File: src/rtl/shreg_pkg.sv
// Shared types and helpers for the PISO shift-register transmitter.
// Build option: define SHREG_TX_LSB_FIRST_EN to send bit 0 first (shift right).
// The default build sends bit depth-1 first (shift left).
package shreg_pkg;

  // Transmitter control states.
  typedef enum logic {
    StIdle,
    StShift
  } state_e;

  // Shift direction is fixed at build time.
`ifdef SHREG_TX_LSB_FIRST_EN
  localparam bit ShiftLsbFirst = 1'b1;
`else
  localparam bit ShiftLsbFirst = 1'b0;
`endif

  // Bit-counter width: max(1, clog2(depth)).
  function automatic int unsigned cnt_w(input int unsigned depth);
    int unsigned w;
    w = $clog2(depth);
    return (w < 1) ? 1 : w;
  endfunction

endpackage

File: src/rtl/shreg_tx_lane.sv
// One serial lane: a depth-bit register that loads a word and shifts it out one bit per enable.
// Direction comes from shreg_pkg (SHREG_TX_LSB_FIRST_EN). Async reset is intentional: it keeps the
// register in plain flops rather than SRL primitives.
module shreg_tx_lane
  import shreg_pkg::*;
#(
  parameter int unsigned Depth = 130
) (
  input  logic             clk_i,
  input  logic             rst_ni,
  input  logic             load_i,
  input  logic             shift_i,
  input  logic [Depth-1:0] data_i,
  output logic             bit_o
);

  logic [Depth-1:0] sreg_q, sreg_d;

  // Load has priority so a word can be reloaded on the last-bit cycle.
  always_comb begin
    sreg_d = sreg_q;
    if (load_i) begin
      sreg_d = data_i;
    end else if (shift_i) begin
      sreg_d = ShiftLsbFirst ? (sreg_q >> 1) : (sreg_q << 1);
    end
  end

  // Shift register state; zero fill means the register drains to 0 after the last bit.
  always_ff @(posedge clk_i or negedge rst_ni) begin
    if (!rst_ni) begin
      sreg_q <= '0;
    end else begin
      sreg_q <= sreg_d;
    end
  end

  assign bit_o = ShiftLsbFirst ? sreg_q[0] : sreg_q[Depth-1];

endmodule

File: src/rtl/shreg_piso_tx.sv
// Parallel-in/serial-out transmitter: accepts a depth-bit word per lane over valid/ready and
// shifts it out one bit per clock on q. Lanes share the load/shift strobes; this module owns the
// FSM, bit counter and handshake. Build option SHREG_TX_LSB_FIRST_EN selects LSB-first order.
module shreg_piso_tx
  import shreg_pkg::*;
#(
  parameter int unsigned width = 1,
  parameter int unsigned depth = 130
) (
  input  logic                   clk,
  input  logic                   rn,
  input  logic [width*depth-1:0] ld_data,
  input  logic                   ld_valid,
  output logic                   ld_ready,
  output logic [width-1:0]       q,
  output logic                   q_valid,
  output logic                   q_last
);

  localparam int unsigned    CntW    = cnt_w(depth);
  localparam logic [CntW-1:0] CntLoad = CntW'(depth - 1);

  state_e          state_q, state_d;
  logic [CntW-1:0] cnt_q, cnt_d;
  logic            accept;
  logic            shift_en;

  assign q_valid  = (state_q == StShift);
  assign q_last   = q_valid & (cnt_q == '0);
  // Ready on the last bit too, so words stream back to back without a gap cycle.
  assign ld_ready = (state_q == StIdle) | q_last;
  assign accept   = ld_valid & ld_ready;
  // A reload on the last bit replaces the shift.
  assign shift_en = q_valid & ~accept;

  // Next-state and bit-counter logic.
  always_comb begin
    state_d = state_q;
    cnt_d   = cnt_q;
    unique case (state_q)
      StIdle: begin
        if (accept) begin
          state_d = StShift;
          cnt_d   = CntLoad;
        end
      end
      StShift: begin
        if (accept) begin
          cnt_d = CntLoad;
        end else if (cnt_q == '0) begin
          state_d = StIdle;
        end else begin
          cnt_d = cnt_q - 1'b1;
        end
      end
      default: begin
        state_d = StIdle;
        cnt_d   = '0;
      end
    endcase
  end

  // FSM and counter registers.
  always_ff @(posedge clk or negedge rn) begin
    if (!rn) begin
      state_q <= StIdle;
      cnt_q   <= '0;
    end else begin
      state_q <= state_d;
      cnt_q   <= cnt_d;
    end
  end

  for (genvar w = 0; w < width; w++) begin : g_lane
    shreg_tx_lane #(
      .Depth (depth)
    ) u_lane (
      .clk_i   (clk),
      .rst_ni  (rn),
      .load_i  (accept),
      .shift_i (shift_en),
      .data_i  (ld_data[w*depth +: depth]),
      .bit_o   (q[w])
    );
  end

endmodule

File: config.mk
export PLATFORM = sky130hd
export DESIGN_NAME = shreg_piso_tx
export DESIGN_NICKNAME = d
export VERILOG_FILES = /design/src/rtl/shreg_pkg.sv /design/src/rtl/shreg_tx_lane.sv /design/src/rtl/shreg_piso_tx.sv
export SDC_FILE = /design/constraint.sdc
export NUM_CORES = 1
export LEC_CHECK = 0
export BUFFER_PORTS_ARGS = -buffer_cell sky130_fd_sc_hd__buf_4
export CELL_PAD_IN_SITES_DETAIL_PLACEMENT = 1
export CELL_PAD_IN_SITES_GLOBAL_PLACEMENT = 2
export CORE_UTILIZATION = 38
export DETAILED_ROUTE_END_ITERATION = 8
export GPL_TIMING_DRIVEN = 1
export PLACE_DENSITY = 0.93
export SYNTH_ARGS = -nofsm -noshare
export SYNTH_HDL_FRONTEND = slang
export SYNTH_SLANG_ARGS = --single-unit
File: constraint.sdc
create_clock -name clk -period 6.7 [get_ports clk]
set_clock_uncertainty 0.2 [all_clocks]
set_input_delay 1.34 -clock clk [delete_from_list [all_inputs] [get_ports clk]]
set_output_delay 1.34 -clock clk [all_outputs]
set_load 0.03 [all_outputs]
# Word-level counts from Yosys, hierarchy flattened
# Cells that the tools add are included.
word_totals:
  in_bits: 133
  regBits: 139
  output_inout_bits: 4
op_classes:
  add_sub_neg: 1
  bitwise_logic: 6
  mux: 10
  eq_ne: 2
  reduce_logical: 3
ops:
  columns: ["cell", "n"]
  rows:
  - ["130-bit 2-to-1 mux", 2]
  - ["8-bit 2-to-1 mux", 3]
  - ["8-bit one-hot mux with 2 select lines", 1]
  - ["8-bit zero test", 1]
  - ["8-bit by 1-bit subtractor with 8-bit output, second input constant", 1]
  - ["1-bit bitwise AND", 3]
  - ["1-bit 2-to-1 mux", 3]
  - ["3-bit inequality test, second input constant", 1]
  - ["2-bit inequality test, second input constant", 1]
  - ["1-bit NOT", 2]
  - ["1-bit one-hot mux with 2 select lines", 1]
  - ["2-bit AND reduction", 1]
  - ["2-bit nonzero test", 1]
  - ["1-bit OR", 1]

# Longest topological paths before layout
logic_depth:
  ltp_word: 8
  mapped_depth: 8
  depth_no_buf: 7

# Hierarchy
# A second synthesis with hierarchy kept.
hier_totals:
  hier_cells: 611
  hier_area_um2: 6532.5
by_module_without_submodules:
  columns: ["module", "cells_each", "area_per_inst_um2", "n_inst", "seq_area_each_um2"]
  rows:
  - ["shreg_tx_lane", 564, 6018.3, 1, 3253.1]
  - ["shreg_piso_tx", 47, 514.2, 1, 225.2]

# Worst setup path after synthesis
# Ideal clock, no wire load.
synth_path:
  path_kind: "reg-to-output"
  start: "register cnt_q[0]"
  end: "output q_last"
  n_path_buf: 0
  t_required_ns: 5.160
  path_stages_with_launch: 5
  t_arrival_ns: 1.795
  path_slack_ns: 3.365
  cell_sequence: "dfrtp_1 -> inv_1 -> ha_1 -> or3b_2 -> nor3_1"
synth_via:
  elab_chain_cells: 2
synth_lines:
  columns: ["element", "line", "text"]
  rows:
  - ["start: declaration", "shreg_piso_tx.sv:24", "logic [CntW-1:0] cnt_q, cnt_d;"]
  - ["start signal: assignment", "shreg_piso_tx.sv:70", "cnt_q <= cnt_d;"]
  - ["8-bit zero test", "shreg_piso_tx.sv:29", "assign q_last = q_valid & (cnt_q == '0);"]
  - ["1-bit bitwise AND", "shreg_piso_tx.sv:29", null]
  - ["end: declaration", "shreg_piso_tx.sv:17", "output logic q_last"]
# No other way between the ends.

# Worst setup path in the final report
layout_path:
  start: "register cnt_q[0]"
  end: "output ld_ready"
layout_via:
  elab_chain_cells: 3
layout_lines:
  columns: ["element", "line", "text"]
  rows:
  - ["8-bit zero test", "shreg_piso_tx.sv:29", null]
  - ["1-bit bitwise AND", "shreg_piso_tx.sv:29", null]
  - ["1-bit OR", "shreg_piso_tx.sv:31", "assign ld_ready = (state_q == StIdle) | q_last;"]
  - ["end: declaration", "shreg_piso_tx.sv:14", "output logic ld_ready,"]
# No other way between the ends.

==> impl_metrics.env <==
export IMPL_status="complete, no violations"
export IMPL_syn_cell_area_mm2=0.00608
export IMPL_syn2layout_area_growth_pct=29.3
export IMPL_die_h_um=129
export IMPL_crit_slowest_cell="or3b_2"
export IMPL_wl_met2_um=8100
export IMPL_path_clk_slew_ns=0.06
export IMPL_routabilityCongestion=0.765
export IMPL_synth_commonest_cells="dfrtp_1, a21o_1, a22o_1, clkbuf_1"
export IMPL_layout_worst_path_cycle_share_pct=57.9
export IMPL_setup_tns_ns=0
export IMPL_max_slew_margin_rel_pct=41.5
export IMPL_syn_area_per_cell_um2=12.5
export IMPL_finalSetupViolCount=0
export IMPL_numCtsBuffers=17
export IMPL_cts_resized=0
export IMPL_ys_seq_area_share_pct=57.2
export IMPL_critPathTopFamily="buffers and inverters"
export IMPL_criticalPathCategory="register to output pin"
export IMPL_synthesis_nets=622
export IMPL_synth_top_cell_by_area="dfrtp_1"
export IMPL_ant_nets=0
export IMPL_antennaDiodeCount=0
export IMPL_insertion_delay_ns=0.41
export IMPL_startpoint_type="register"
export IMPL_num_vias=4540
export IMPL_p_clk_share_pct=33.8
export IMPL_drv_slew=0
export IMPL_layout_cells_non_filler=829
export IMPL_pre_cts_ws_ns=2.91
export IMPL_maxUsedRoutingLayer="met4"
export IMPL_ir_worst_vdd_mv=0.188
export IMPL_synth_edf_count=0
export IMPL_cts_tree="done"
export IMPL_drt_iter0_markers=243
export IMPL_cts_max_level=4
export IMPL_initial_core_util_pct=39.4
export IMPL_synth_seq_cells=139
export IMPL_p_switching_mw=0.778
export IMPL_ys_types=27
export IMPL_rsz0062_at_grt="false"
export IMPL_max_slew_worst_pin_slew_ns=0.878
export IMPL_port_buffers=136
export IMPL_ctsRootBufferMaster="clkbuf_16"
export IMPL_post_place_cells=799
export IMPL_grtUsageTotal_pct=20.3
export IMPL_wl_per_cell_um=18.9
export IMPL_cap_violations=0
export IMPL_hpwlAfterDp_um=9770
export IMPL_nFillCells=1637
export IMPL_holdBufCountCts=0
export IMPL_syn_inst=487
export IMPL_vias_per_cell=5.48
export IMPL_p_comb_share_pct=17.9
export IMPL_grt_antenna_before_repair=0
export IMPL_yosysTopAreaCellShare_pct=57.2
export IMPL_core_area_mm2=0.0154
export IMPL_drt_met1_wl_um=6870
export IMPL_layout_drive_gt1_share_pct=28.6
export IMPL_clock_sinks=139
export IMPL_cts_setup_buffers=0
export IMPL_grt_overflow_total=0
export IMPL_path_max_fanout=7
export IMPL_end_kind="output pin"
export IMPL_nNetsFinal=742
export IMPL_synthFlopType="dfrtp_1"
export IMPL_p_int_mw=2.18
export IMPL_grt_pass1_wl_um=25800
export IMPL_first_pass_iters=6
export IMPL_min_period_ns=3.88
export IMPL_crit_buf_inv=3
export IMPL_ys_warn_count=0
export IMPL_max_stage_delay_ns=0.53
export IMPL_yosysMostFrequentCell="dfrtp_1"
export IMPL_async_flop_share_pct=100
export IMPL_cts_buffer_depth=2
export IMPL_max_freq_mhz=258
export IMPL_p_per_area_mw_per_mm2=377
export IMPL_arrival_ns=2.34
export IMPL_pin_count=137
export IMPL_crit_chain="inv_1, ha_1, or3b_2, o21a_1, inv_1, buf_4"
export IMPL_grt_start_max_net_pins=79
export IMPL_synthTopCellsByArea="dfrtp_1, a22o_1, a21o_1"
export IMPL_finalPower_mw=2.96
export IMPL_cp_required_ns=5.16
export IMPL_hp_class="register to register"
export IMPL_num_rows=45
export IMPL_setup_ws_ns=2.82
export IMPL_crit_top_cell="inv_1"
export IMPL_die_w_um=129
export IMPL_wl_met3_um=539
export IMPL_leakage_nw=4.56
export IMPL_wirelength_um=15700
export IMPL_die_area_mm2=0.0165
export IMPL_finalHoldViolCount=0
export IMPL_p_seq_share_pct=48.4
export IMPL_drc_errors=0
export IMPL_switching_share_pct=26.3
export IMPL_grt_pass1_vias=4973
## cells by family (layout without fill, tap and decap cells)
family / after synthesis / count (layout) / synth area share, %
buffers and inverters: 50 / 181 / 3.81
and+or+nand+nor: 22 / 22 / 1.97
adders and majority gates: 2 / 2 / 0.411
DFF: 139 / 139 / 57.2
AOI/OAI and AO/OA: 272 / 272 / 36.3
muxes: 2 / 2 / 0.329
## power groups by stage
stage / logic (mW) / registers, mW / clock network (mW)
final: 0.529 / 1.43 / 1.00
after CTS: 0.544 / 1.43 / 1.03
after global routing: 0.595 / 1.48 / 1.06
after detailed placement: 0.532 / 1.44 / 0
after floorplan: 0.378 / 1.37 / 0
after global placement: 0.501 / 1.42 / 0
## cell type report
type / count / area (µm²) / area share [%]
flip-flops and latches: 139 / 3480 / 44.2
multi-input cells: 298 / 2390 / 30.4
repair buffers: 143 / 1080 / 13.7
clock buffers: 22 / 484 / 6.16
well taps: 211 / 264 / 3.36
clock inverters: 8 / 140 / 1.78
inverters: 8 / 30.0 / 0.382
## cell usage in the layout (no fill, tap or decap), types with 2 or more instances in the layout
| cell type | count |
|---|---|
| a22o_1 | 130 |
| bufinv_16 | 4 |
| a21o_1 | 130 |
| or4_1 | 2 |
| nand3_1 | 2 |
| clkbuf_8 | 4 |
| or3_1 | 2 |
| or3b_2 | 2 |
| nor2_1 | 2 |
| nor3_1 | 4 |
| ha_1 | 2 |
| nand2_1 | 4 |
| a21oi_1 | 2 |
| buf_4 | 142 |
| dfrtp_1 | 139 |
| o21ai_0 | 3 |
| mux2i_1 | 2 |
| clkinv_2 | 4 |
| nor4_1 | 2 |
| inv_1 | 8 |
| clkbuf_16 | 17 |
## per-stage QoR
| stage | utilization [%] | cell area, µm² | hold WS, ns |
|---|---|---|---|
| 2_1_floorplan | - | 6080 | 0.236 |
| 5_1_grt | 51.0 | 7870 | 0.291 |
| 3_5_place_dp | 46.9 | 7240 | 0.264 |
| 6_report | 51.0 | 7870 | 0.272 |
| 4_1_cts | 51.0 | 7870 | 0.278 |
| 3_3_place_gp | 46.9 | 7240 | 0.254 |
## worst paths after layout
check | endpoint | depth (start not counted) | from | slack, ns
setup / recovery | ld_ready | 6 | cnt_q[0] | 2.82
hold / removal | g_lane[0].u_lane.sreg_q[44] | 1 | g_lane[0].u_lane.sreg_q[43] | 0.27
setup reg to reg | g_lane[0].u_lane.sreg_q[23] | 8 | cnt_q[0] | 3.35
hold reg to reg | g_lane[0].u_lane.sreg_q[44] | 1 | g_lane[0].u_lane.sreg_q[43] | 0.27
max in group asynchronous | g_lane[0].u_lane.sreg_q[116] | 2 | rn | 4.19
min in group asynchronous | cnt_q[4] | 1 | rn | 0.72
## state kept, by name (all words and copies together), names as in the netlist
register,cells
q_valid,1
cnt_q,8
g_lane.u_lane.sreg_q,130
## metal layers
metal  GRT usage [%]  up-vias
li1                -     2099
met1            25.1     2352
met2            35.2       80
met3            4.70        9
met4            6.44        0
met5               0        -
Power figures use the tool's default switching activity.
